File: config.mk
export PLATFORM = sky130hd
export DESIGN_NAME = alu_sequencer
export DESIGN_NICKNAME = d
export VERILOG_FILES = /design/src/rtl/alu_sequencer.sv
export SDC_FILE = /design/constraint.sdc
export NUM_CORES = 1
export LEC_CHECK = 0
export ABC_AREA = 1
export CAP_MARGIN = 10
export CORE_UTILIZATION = 35
export CTS_BUF_LIST = sky130_fd_sc_hd__clkbuf_8
export DETAILED_ROUTE_END_ITERATION = 12
export GPL_TIMING_DRIVEN = 0
export HOLD_SLACK_MARGIN = 0.08
export MAX_ROUTING_LAYER = met4
export PLACE_DENSITY = 0.82
export RECOVER_POWER = 100
export SLEW_MARGIN = 20
export SYNTH_ARGS = -nofsm -noshare
export SYNTH_HDL_FRONTEND = slang
export SYNTH_SLANG_ARGS = --single-unit
export TNS_END_PERCENT = 10
File: constraint.sdc
create_clock -name clk -period 1.5 [get_ports clk]
set_input_delay 0.3 -clock clk [delete_from_list [all_inputs] [get_ports clk]]
set_output_delay 0.3 -clock clk [all_outputs]
set_load 0.01 [all_outputs]
File: src/rtl/alu_sequencer.sv
// Four-cycle IDLE->READ->EXEC->WB sequencer driving a register file and an external ALU; done in cycle accept+3.
// One instruction in flight: instr_ready only in IDLE, instr_valid ignored elsewhere (no queueing).
module alu_sequencer #(
  parameter int WIDTH = 16
) (
  input  logic             clk,
  input  logic             reset,
  input  logic             instr_valid,
  input  logic [15:0]      instr,
  output logic             instr_ready,
  output logic [3:0]       rf_raddr_a,
  output logic [3:0]       rf_raddr_b,
  input  logic [WIDTH-1:0] rf_rdata_a,
  input  logic [WIDTH-1:0] rf_rdata_b,
  output logic [WIDTH-1:0] alu_src,
  output logic [WIDTH-1:0] alu_dst,
  output logic [7:0]       alu_op,
  output logic             alu_en,
  input  logic [WIDTH-1:0] alu_result,
  input  logic [4:0]       alu_flags,
  output logic             rf_we,
  output logic [3:0]       rf_waddr,
  output logic [WIDTH-1:0] rf_wdata,
  output logic [4:0]       psr,
  output logic             done,
  output logic             illegal
);

  typedef enum logic [1:0] {IDLE, READ, EXEC, WB} state_t;

  state_t           state, state_nxt;
  logic [15:0]      ir;
  logic [WIDTH-1:0] res_q;
  logic [4:0]       flg_q;
  logic             legal_q;
  logic             legal_d;
  logic             is_cmp;
  logic [WIDTH-1:0] src_d;
  logic [3:0]       op, ext;

  assign op     = ir[15:12];
  assign ext    = ir[7:4];
  assign is_cmp = ((op == 4'b0000) && (ext == 4'b1011)) || (op == 4'b1011);

  always_comb begin
    legal_d = 1'b0;
    case (op)
      4'b0000: begin
        case (ext)
          4'b0101, 4'b0110, 4'b0111, 4'b1110, 4'b1001, 4'b1010,
          4'b1011, 4'b0001, 4'b0010, 4'b0011, 4'b1101: legal_d = 1'b1;
          default: legal_d = 1'b0;
        endcase
      end
      4'b1000: begin
        case (ext)
          4'b0000, 4'b0001, 4'b0010, 4'b0011, 4'b0100, 4'b0110: legal_d = 1'b1;
          default: legal_d = 1'b0;
        endcase
      end
      4'b0101, 4'b0110, 4'b1001, 4'b1011, 4'b0001,
      4'b0010, 4'b0011, 4'b1101, 4'b1111: legal_d = 1'b1;
      default: legal_d = 1'b0;
    endcase
  end

  // Shifts by register take Rsrc data; shifts by constant use the 4-bit field as the amount.
  always_comb begin
    src_d = '0;
    case (op)
      4'b0000: src_d = rf_rdata_a;
      4'b1000: begin
        if ((ext == 4'b0100) || (ext == 4'b0110)) src_d = rf_rdata_a;
        else                                      src_d = {{(WIDTH-4){1'b0}}, ir[3:0]};
      end
      4'b0101, 4'b1001, 4'b1011:                   src_d = {{(WIDTH-8){ir[7]}}, ir[7:0]};
      4'b0110, 4'b0001, 4'b0010, 4'b0011,
      4'b1101, 4'b1111:                            src_d = {{(WIDTH-8){1'b0}}, ir[7:0]};
      default:                                     src_d = '0;
    endcase
  end

  always_comb begin
    state_nxt   = state;
    instr_ready = 1'b0;
    rf_raddr_a  = '0;
    rf_raddr_b  = '0;
    alu_en      = 1'b0;
    alu_op      = '0;
    alu_src     = '0;
    alu_dst     = '0;
    rf_we       = 1'b0;
    rf_waddr    = '0;
    rf_wdata    = '0;
    done        = 1'b0;
    illegal     = 1'b0;
    case (state)
      IDLE: begin
        instr_ready = 1'b1;
        if (instr_valid) state_nxt = READ;
      end
      READ: begin
        rf_raddr_a = ir[3:0];
        rf_raddr_b = ir[11:8];
        state_nxt  = EXEC;
      end
      EXEC: begin
        alu_en    = 1'b1;
        alu_op    = {ir[15:12], ir[7:4]};
        alu_dst   = rf_rdata_b;
        alu_src   = src_d;
        state_nxt = WB;
      end
      WB: begin
        done    = 1'b1;
        illegal = ~legal_q;
        if (legal_q && !is_cmp) begin
          rf_we    = 1'b1;
          rf_waddr = ir[11:8];
          rf_wdata = res_q;
        end
        state_nxt = IDLE;
      end
      default: state_nxt = IDLE;
    endcase
  end

  always_ff @(posedge clk) begin
    if (reset) begin
      state   <= IDLE;
      ir      <= '0;
      res_q   <= '0;
      flg_q   <= '0;
      legal_q <= 1'b0;
      psr     <= '0;
    end else begin
      state <= state_nxt;
      if ((state == IDLE) && instr_valid) ir <= instr;
      if (state == READ) legal_q <= legal_d;
      if (state == EXEC) begin
        res_q <= alu_result;
        flg_q <= alu_flags;
      end
      if ((state == WB) && legal_q) psr <= flg_q;
    end
  end

endmodule

Word level (Yosys, flattened, before mapping)
Memories as Yosys holds them, arrays and structs flattened. A register that Yosys moved wholly into a read port is not among the register bits.
Cells that the tools add are included.
- input port bits: 72
- flip-flop bits (word level): 45
- ROM bits: 16
- memories: 1
- word-level logic and storage cells: 65
- output and inout port bits: 78
- bitwise gates (word level): 1
- equality and inequality tests: 20
- reduce and logical (&&, ||, !) cells: 14
- mux-type cells: 23
- memory list (memory ; depth ; width ; read ports ; clocked after Yosys merged registers in ; wr ports ; RTL line ; source):
    (no name shown) ; 16 ; 1 ; 1 ; 1 ; 0 ; 49 ; case (ext)
- operators with widths (cell ; count):
    16-bit two-way mux ; 5
    16-bit case mux with 4 select lines ; 1
    4-bit == test (second input constant) ; 6
    4-bit two-way mux ; 6
    4-bit by 2-bit == test with 1-bit output (second input constant) ; 4
    4-bit by 3-bit == test with 1-bit output (second input constant) ; 4
    6-bit OR reduction ; 2
    9-bit OR reduction ; 1
    4-bit by 1-bit == test with 1-bit output (second input constant) ; 2
    4-bit logical NOT ; 2
    8-bit two-way mux ; 1
    2-bit case mux with 4 select lines ; 1
    1-bit two-way mux ; 7
    2-bit == test (second input constant) ; 2
    1-bit logical AND ; 4
    1-bit case mux with 3 select lines ; 1
    3-bit OR reduction ; 1
    2-bit by 1-bit == test with 1-bit output (second input constant) ; 1
    2-bit logical NOT ; 1
    1-bit logical OR ; 2
    2-bit two-way mux ; 1
    2-bit inequality test (second input constant) ; 1
    1-bit logical NOT ; 1
    1-bit inverter ; 1

Logic depth before layout (Yosys ltp)
- word-level depth: 7
- gate-level depth with buffers: 10
- depth with buffers taken out: 10

Worst setup path before layout
Ideal clock, no wire load.
- path type: register to register
- start point: reg state[0]
- end point: reg (tool-made name)
- arrival: 1.599 ns
- buffers on the path: 0
- period minus slack after synthesis: 1.715 ns
- required time: 1.384 ns
- setup time: 0.116 ns
- stages on the path, launching flop included: 11
- path slack: -0.215 ns
- cell sequence: dfxtp_1 inv_1 ha_1 nand2_1 inv_1 nor2_1 nor3_1 inv_1 ha_1 nand2_1 o21ai_1
- RTL lines (what ; RTL line ; source):
    start, declared ; 31 ; state_t state, state_nxt;
    start signal, assigned ; 137 ; state <= state_nxt;

Worst setup path in the final report
- start point: reg ir[14]
- end point: out alu_src[13]
- longest elaborated chain between the ends: 4
- elaborated cells on any way between the ends: 15
- classes of those cells: eq/ne: 10; mux: 2; reduce/logical: 3
- ends and longest elaborated chain (what ; RTL line ; source):
    start, declared ; 32 ; logic [15:0] ir;
    start signal, assigned ; 138 ; if ((state == IDLE) && instr_valid) ir <= instr;
    4-bit by 3-bit == test with 1-bit output, or another cell as far along ; 70 ; case (op)
    6-bit OR reduction / 3-bit OR reduction (equally long branches) ; 70 ;
    16-bit case mux with 4 select lines (*) ; 70 ;
    16-bit two-way mux (*) ; 97 ; case (state)
    end, declared ; 15 ; output logic [WIDTH-1:0] alu_src,
Mark *: on every way between the ends. The rest lies on a longest branch, timed or not.

==> impl_table.tex <==
\begin{tabular}{lr}
\hline
Metric & Value \\
\hline
\multicolumn{2}{l}{\textbf{Detailed routing}} \\
Drt first pass iters & 4 \\
Final wirelength & 8800 µm \\
Number of DRC violations after detailed-routing iteration 0 & 105 \\
DRC viols & 0 \\
Antenna viol nets, final & 0 \\
Post-DR vias/cell & 4.66 \\
Via count of the routed design & 3064 \\
Routed wire length per instance & 13.4 µm \\
\multicolumn{2}{l}{\textbf{Timing}} \\
Aggregate negative setup slack & -16.96 ns \\
Clock period minus final worst setup slack & 1.98 ns \\
Worst Slack Setup Final & -0.483 ns \\
Slew at the pin with the worst max-slew slack & 0.449 ns \\
Final period utilization & 1.32 \\
Final count of pins violating max slew & 0 \\
Max transition margin & 0.701 \\
Setup repair after global routing missed its margin & yes \\
Worst clock skew & 0.00818 ns \\
Highest clock rate & 504 MHz \\
Finish-stage setup viols & 82 \\
Hold Vio Cnt, Final & 0 \\
\multicolumn{2}{l}{\textbf{Clocking}} \\
CTS tree & yes \\
Total CTS buffers & 5 \\
Total number of clock tree sinks & 46 \\
Clock insertion delay at the later pin of the skew report & 0.30 ns \\
H-tree depth reported by CTS & 2 \\
Max clock buf depth & 2 \\
CTS clk-pin slew, worst paths & 0.08 ns \\
CTS root buf & sky130\_fd\_sc\_hd\_\_clkbuf\_8 \\
Post-cts hold buffer count & 0 \\
\multicolumn{2}{l}{\textbf{Final layout}} \\
Final-stage net count & 639 \\
Area growth syn-to-layout & 80.2\% \\
Number of inserted diodes & 0 \\
Final core utilization & 0.666 \\
Filler cell count & 615 \\
Ratio of cells with drive above 1 in the final layout & 0.373 \\
\multicolumn{2}{l}{\textbf{Job}} \\
Maximum capacitance violations & 0 \\
\multicolumn{2}{l}{\textbf{Pwr}} \\
Total power per unit cell area & 1310 nW/µm² \\
Worst ir drop on vdd & 0.00104 V \\
Leakage power figure & 2.23 nW \\
Overall Power & 6.04 mW \\
\multicolumn{2}{l}{\textbf{Critical path}} \\
Flop-to-flop setup slack & -0.30 ns \\
Biggest fanout along the worst timing path & 10 \\
Crit path to & alu\_src[13] \\
Type of destination of the critical path & output pin \\
Critical Path Source & ir[14] \\
CP arrival & 1.68 ns \\
Sort of element at the start of the critical path & register \\
Cells on worst reg2reg path & 10 \\
Launch instance of the worst register-to-register path & state[1] \\
Path type of the worst setup path & register to output pin \\
Required @ worst endpoint & 1.20 ns \\
\multicolumn{2}{l}{\textbf{GRT}} \\
Global-route usage over all layers & 0.226 \\
Total overflow reported by the global router & 0 \\
Number of antenna violations at the first check in global routing & 0 \\
Number of global-route vias before repair & 2824 \\
Maximum number of pins on one net before global-route repair & 14 \\
First-pass GRT wire length & 13100 µm \\
\multicolumn{2}{l}{\textbf{Hold path}} \\
Hold WC Path Type & register to register \\
\multicolumn{2}{l}{\textbf{Die}} \\
Area of the die & 7640 µm² \\
Top-level I/O count & 150 \\
Placeable core region & 6910 µm² \\
Floorplan die height & 87.4 µm \\
Number of core rows & 30 \\
Overall die width & 87.4 µm \\
Starting utilization of the core area & 0.370 \\
\multicolumn{2}{l}{\textbf{Yosys}} \\
Sequential cell area fraction in the yosys report & 0.361 \\
Synthesized instance count & 378 \\
Flop and latch count out of synthesis & 46 \\
Netlist cell types & 24 \\
Synthesized area per cell & 6.75 µm² \\
Area share of the largest cell type after synthesis & 0.361 \\
Warnings, synthesis & 0 \\
Synth area leaders & sky130\_fd\_sc\_hd\_\_dfxtp\_1 (36\%), sky130\_fd\_sc\_hd\_\_inv\_1 (9.9\%), sky130\_fd\_sc\_hd\_\_nand2\_1 (7.9\%), sky130\_fd\_sc\_hd\_\_a21oi\_1 (7.3\%), sky130\_fd\_sc\_hd\_\_o21ai\_0 (6.9\%) \\
Syn nets & 456 \\
Post-Synthesis Cell Area & 2550 µm² \\
Synth area leader & sky130\_fd\_sc\_hd\_\_dfxtp\_1 \\
\multicolumn{2}{l}{\textbf{Status}} \\
Status & complete, but fails checks \\
Violated checks & setup timing \\
\multicolumn{2}{l}{\textbf{Placed design}} \\
Routability congestion estimate & 0.820 \\
Detailed placement HPWL & 6220 µm \\
Port buffer count & 149 \\
\hline
\end{tabular}
## metal layers
metal  share of wire  GRT usage  wire (µm)
met4           0.012     0.0581        108
met2            0.52      0.402       4570
met1            0.42      0.267       3710
met3           0.046     0.0303        407
met5               0          -          0
## worst max-delay path: stages (launching register included)
cell,delay (ns)
sky130_fd_sc_hd__dfxtp_4,0.37
sky130_fd_sc_hd__buf_6,0.13
sky130_fd_sc_hd__nor2_4,0.18
sky130_fd_sc_hd__buf_8,0.18
sky130_fd_sc_hd__buf_4,0.12
sky130_fd_sc_hd__nand3_2,0.07
sky130_fd_sc_hd__a21oi_1,0.18
sky130_fd_sc_hd__buf_2,0.17
## logic make-up after synthesis
kind of cell | after synthesis | share of synthesized area
AND/OR/NAND/NOR | 149 | 0.288
buffers and inverters | 92 | 0.147
AO/OA/AOI/OAI | 85 | 0.175
flip-flops | 46 | 0.361
adder cells (fa/ha/maj) | 6 | 0.0294
## through the flow
step / hold WS (ns) / setup WS, ns / instances / cell area, µm²
after detailed placement: 0.467 / -0.657 / 623 / 4190
after floorplan: 0.378 / -0.0101 / 378 / 2570
after global placement: 0.461 / -0.609 / 623 / 4190
final: 0.475 / -0.483 / 657 / 4600
after CTS: 0.480 / -0.443 / 645 / 4370
after global routing: 0.496 / -0.587 / 657 / 4600
## registers in the layout, indices dropped and copies added (netlist names), named ones only
signal and flops:
legal_q 1, psr 5, res_q 16, state 2, flg_q 5, ir 16
## where the power goes
part | internal [mW] | switching [mW] | leakage, nW
logic | 1.52 | 1.92 | 1.80
registers | 1.63 | 0.256 | 0.383
clock network | 0.313 | 0.404 | 0.0438
total | 3.46 | 2.58 | 2.23
## layout by cell type, fill, tap and decap left out, types with 4 or more instances in the layout
cell	instances
sky130_fd_sc_hd__clkbuf_8	8
sky130_fd_sc_hd__nor2_4	12
sky130_fd_sc_hd__dfxtp_1	37
sky130_fd_sc_hd__clkbuf_1	6
sky130_fd_sc_hd__inv_2	6
sky130_fd_sc_hd__buf_2	53
sky130_fd_sc_hd__a21oi_1	27
sky130_fd_sc_hd__inv_4	7
sky130_fd_sc_hd__clkbuf_2	5
sky130_fd_sc_hd__nand2_1	49
sky130_fd_sc_hd__o21ai_0	37
sky130_fd_sc_hd__dfxtp_4	6
sky130_fd_sc_hd__o21ai_1	5
sky130_fd_sc_hd__nand3_1	10
sky130_fd_sc_hd__buf_8	7
sky130_fd_sc_hd__a21oi_2	14
sky130_fd_sc_hd__nor2_2	11
sky130_fd_sc_hd__nand2_4	4
sky130_fd_sc_hd__nand3_2	11
sky130_fd_sc_hd__ha_4	4
sky130_fd_sc_hd__nor2_1	40
sky130_fd_sc_hd__clkdlybuf4s50_1	72
sky130_fd_sc_hd__buf_4	19
sky130_fd_sc_hd__inv_1	58
sky130_fd_sc_hd__buf_6	22
## worst min path at each step
stage,startpoint,end,slack [ns],depth (start not counted)
after floorplan,reset,state[0],0.38,1
after global placement,res_q[0],res_q[0],0.46,2
after detailed placement,res_q[14],res_q[14],0.47,2
after CTS,res_q[14],res_q[14],0.48,2
after global routing,res_q[14],res_q[14],0.50,2
final,res_q[15],res_q[15],0.48,2
## layout make-up
| class | count | area [µm²] | share of cell area |
|---|---|---|---|
| Sequential cell | 46 | 947 | 0.206 |
| Clock inverter | 2 | 10.0 | 0.00218 |
| Timing Repair Buffer | 178 | 1530 | 0.332 |
| Buffer | 17 | 160 | 0.0348 |
| Multi-Input combinational cell | 240 | 1470 | 0.319 |
| Inverter | 73 | 302 | 0.0656 |
| Tap cell | 96 | 120 | 0.0261 |
| Clock buffer | 5 | 68.8 | 0.0150 |
## cells in the mapped netlist
cell type and number:
sky130_fd_sc_hd__nor2_1 43, sky130_fd_sc_hd__clkbuf_1 15, sky130_fd_sc_hd__nor2_2 19, sky130_fd_sc_hd__o21ai_2 1, sky130_fd_sc_hd__ha_1 6, sky130_fd_sc_hd__a211oi_1 1, sky130_fd_sc_hd__buf_6 4, sky130_fd_sc_hd__nand4_1 1
sky130_fd_sc_hd__nand3b_2 1, sky130_fd_sc_hd__o21ai_1 7, sky130_fd_sc_hd__nand3_1 11, sky130_fd_sc_hd__a21oi_2 4, sky130_fd_sc_hd__inv_1 67, sky130_fd_sc_hd__inv_2 6, sky130_fd_sc_hd__o21ai_0 35, sky130_fd_sc_hd__nand2_2 2
sky130_fd_sc_hd__nor3_1 3, sky130_fd_sc_hd__nor2_4 1, sky130_fd_sc_hd__nand3_2 11, sky130_fd_sc_hd__nand3_4 1, sky130_fd_sc_hd__dfxtp_1 46, sky130_fd_sc_hd__a21oi_1 37, sky130_fd_sc_hd__or2_2 2, sky130_fd_sc_hd__nand2_1 54
## what timing repair did
item	4_1_cts	5_1_grt
pin swaps	11	16
gates resized for setup	334	82
setup buffers	16	12
endpoints found under the setup margin	87	110
gates cloned	1	0
(Power assumes the default switching activity.)
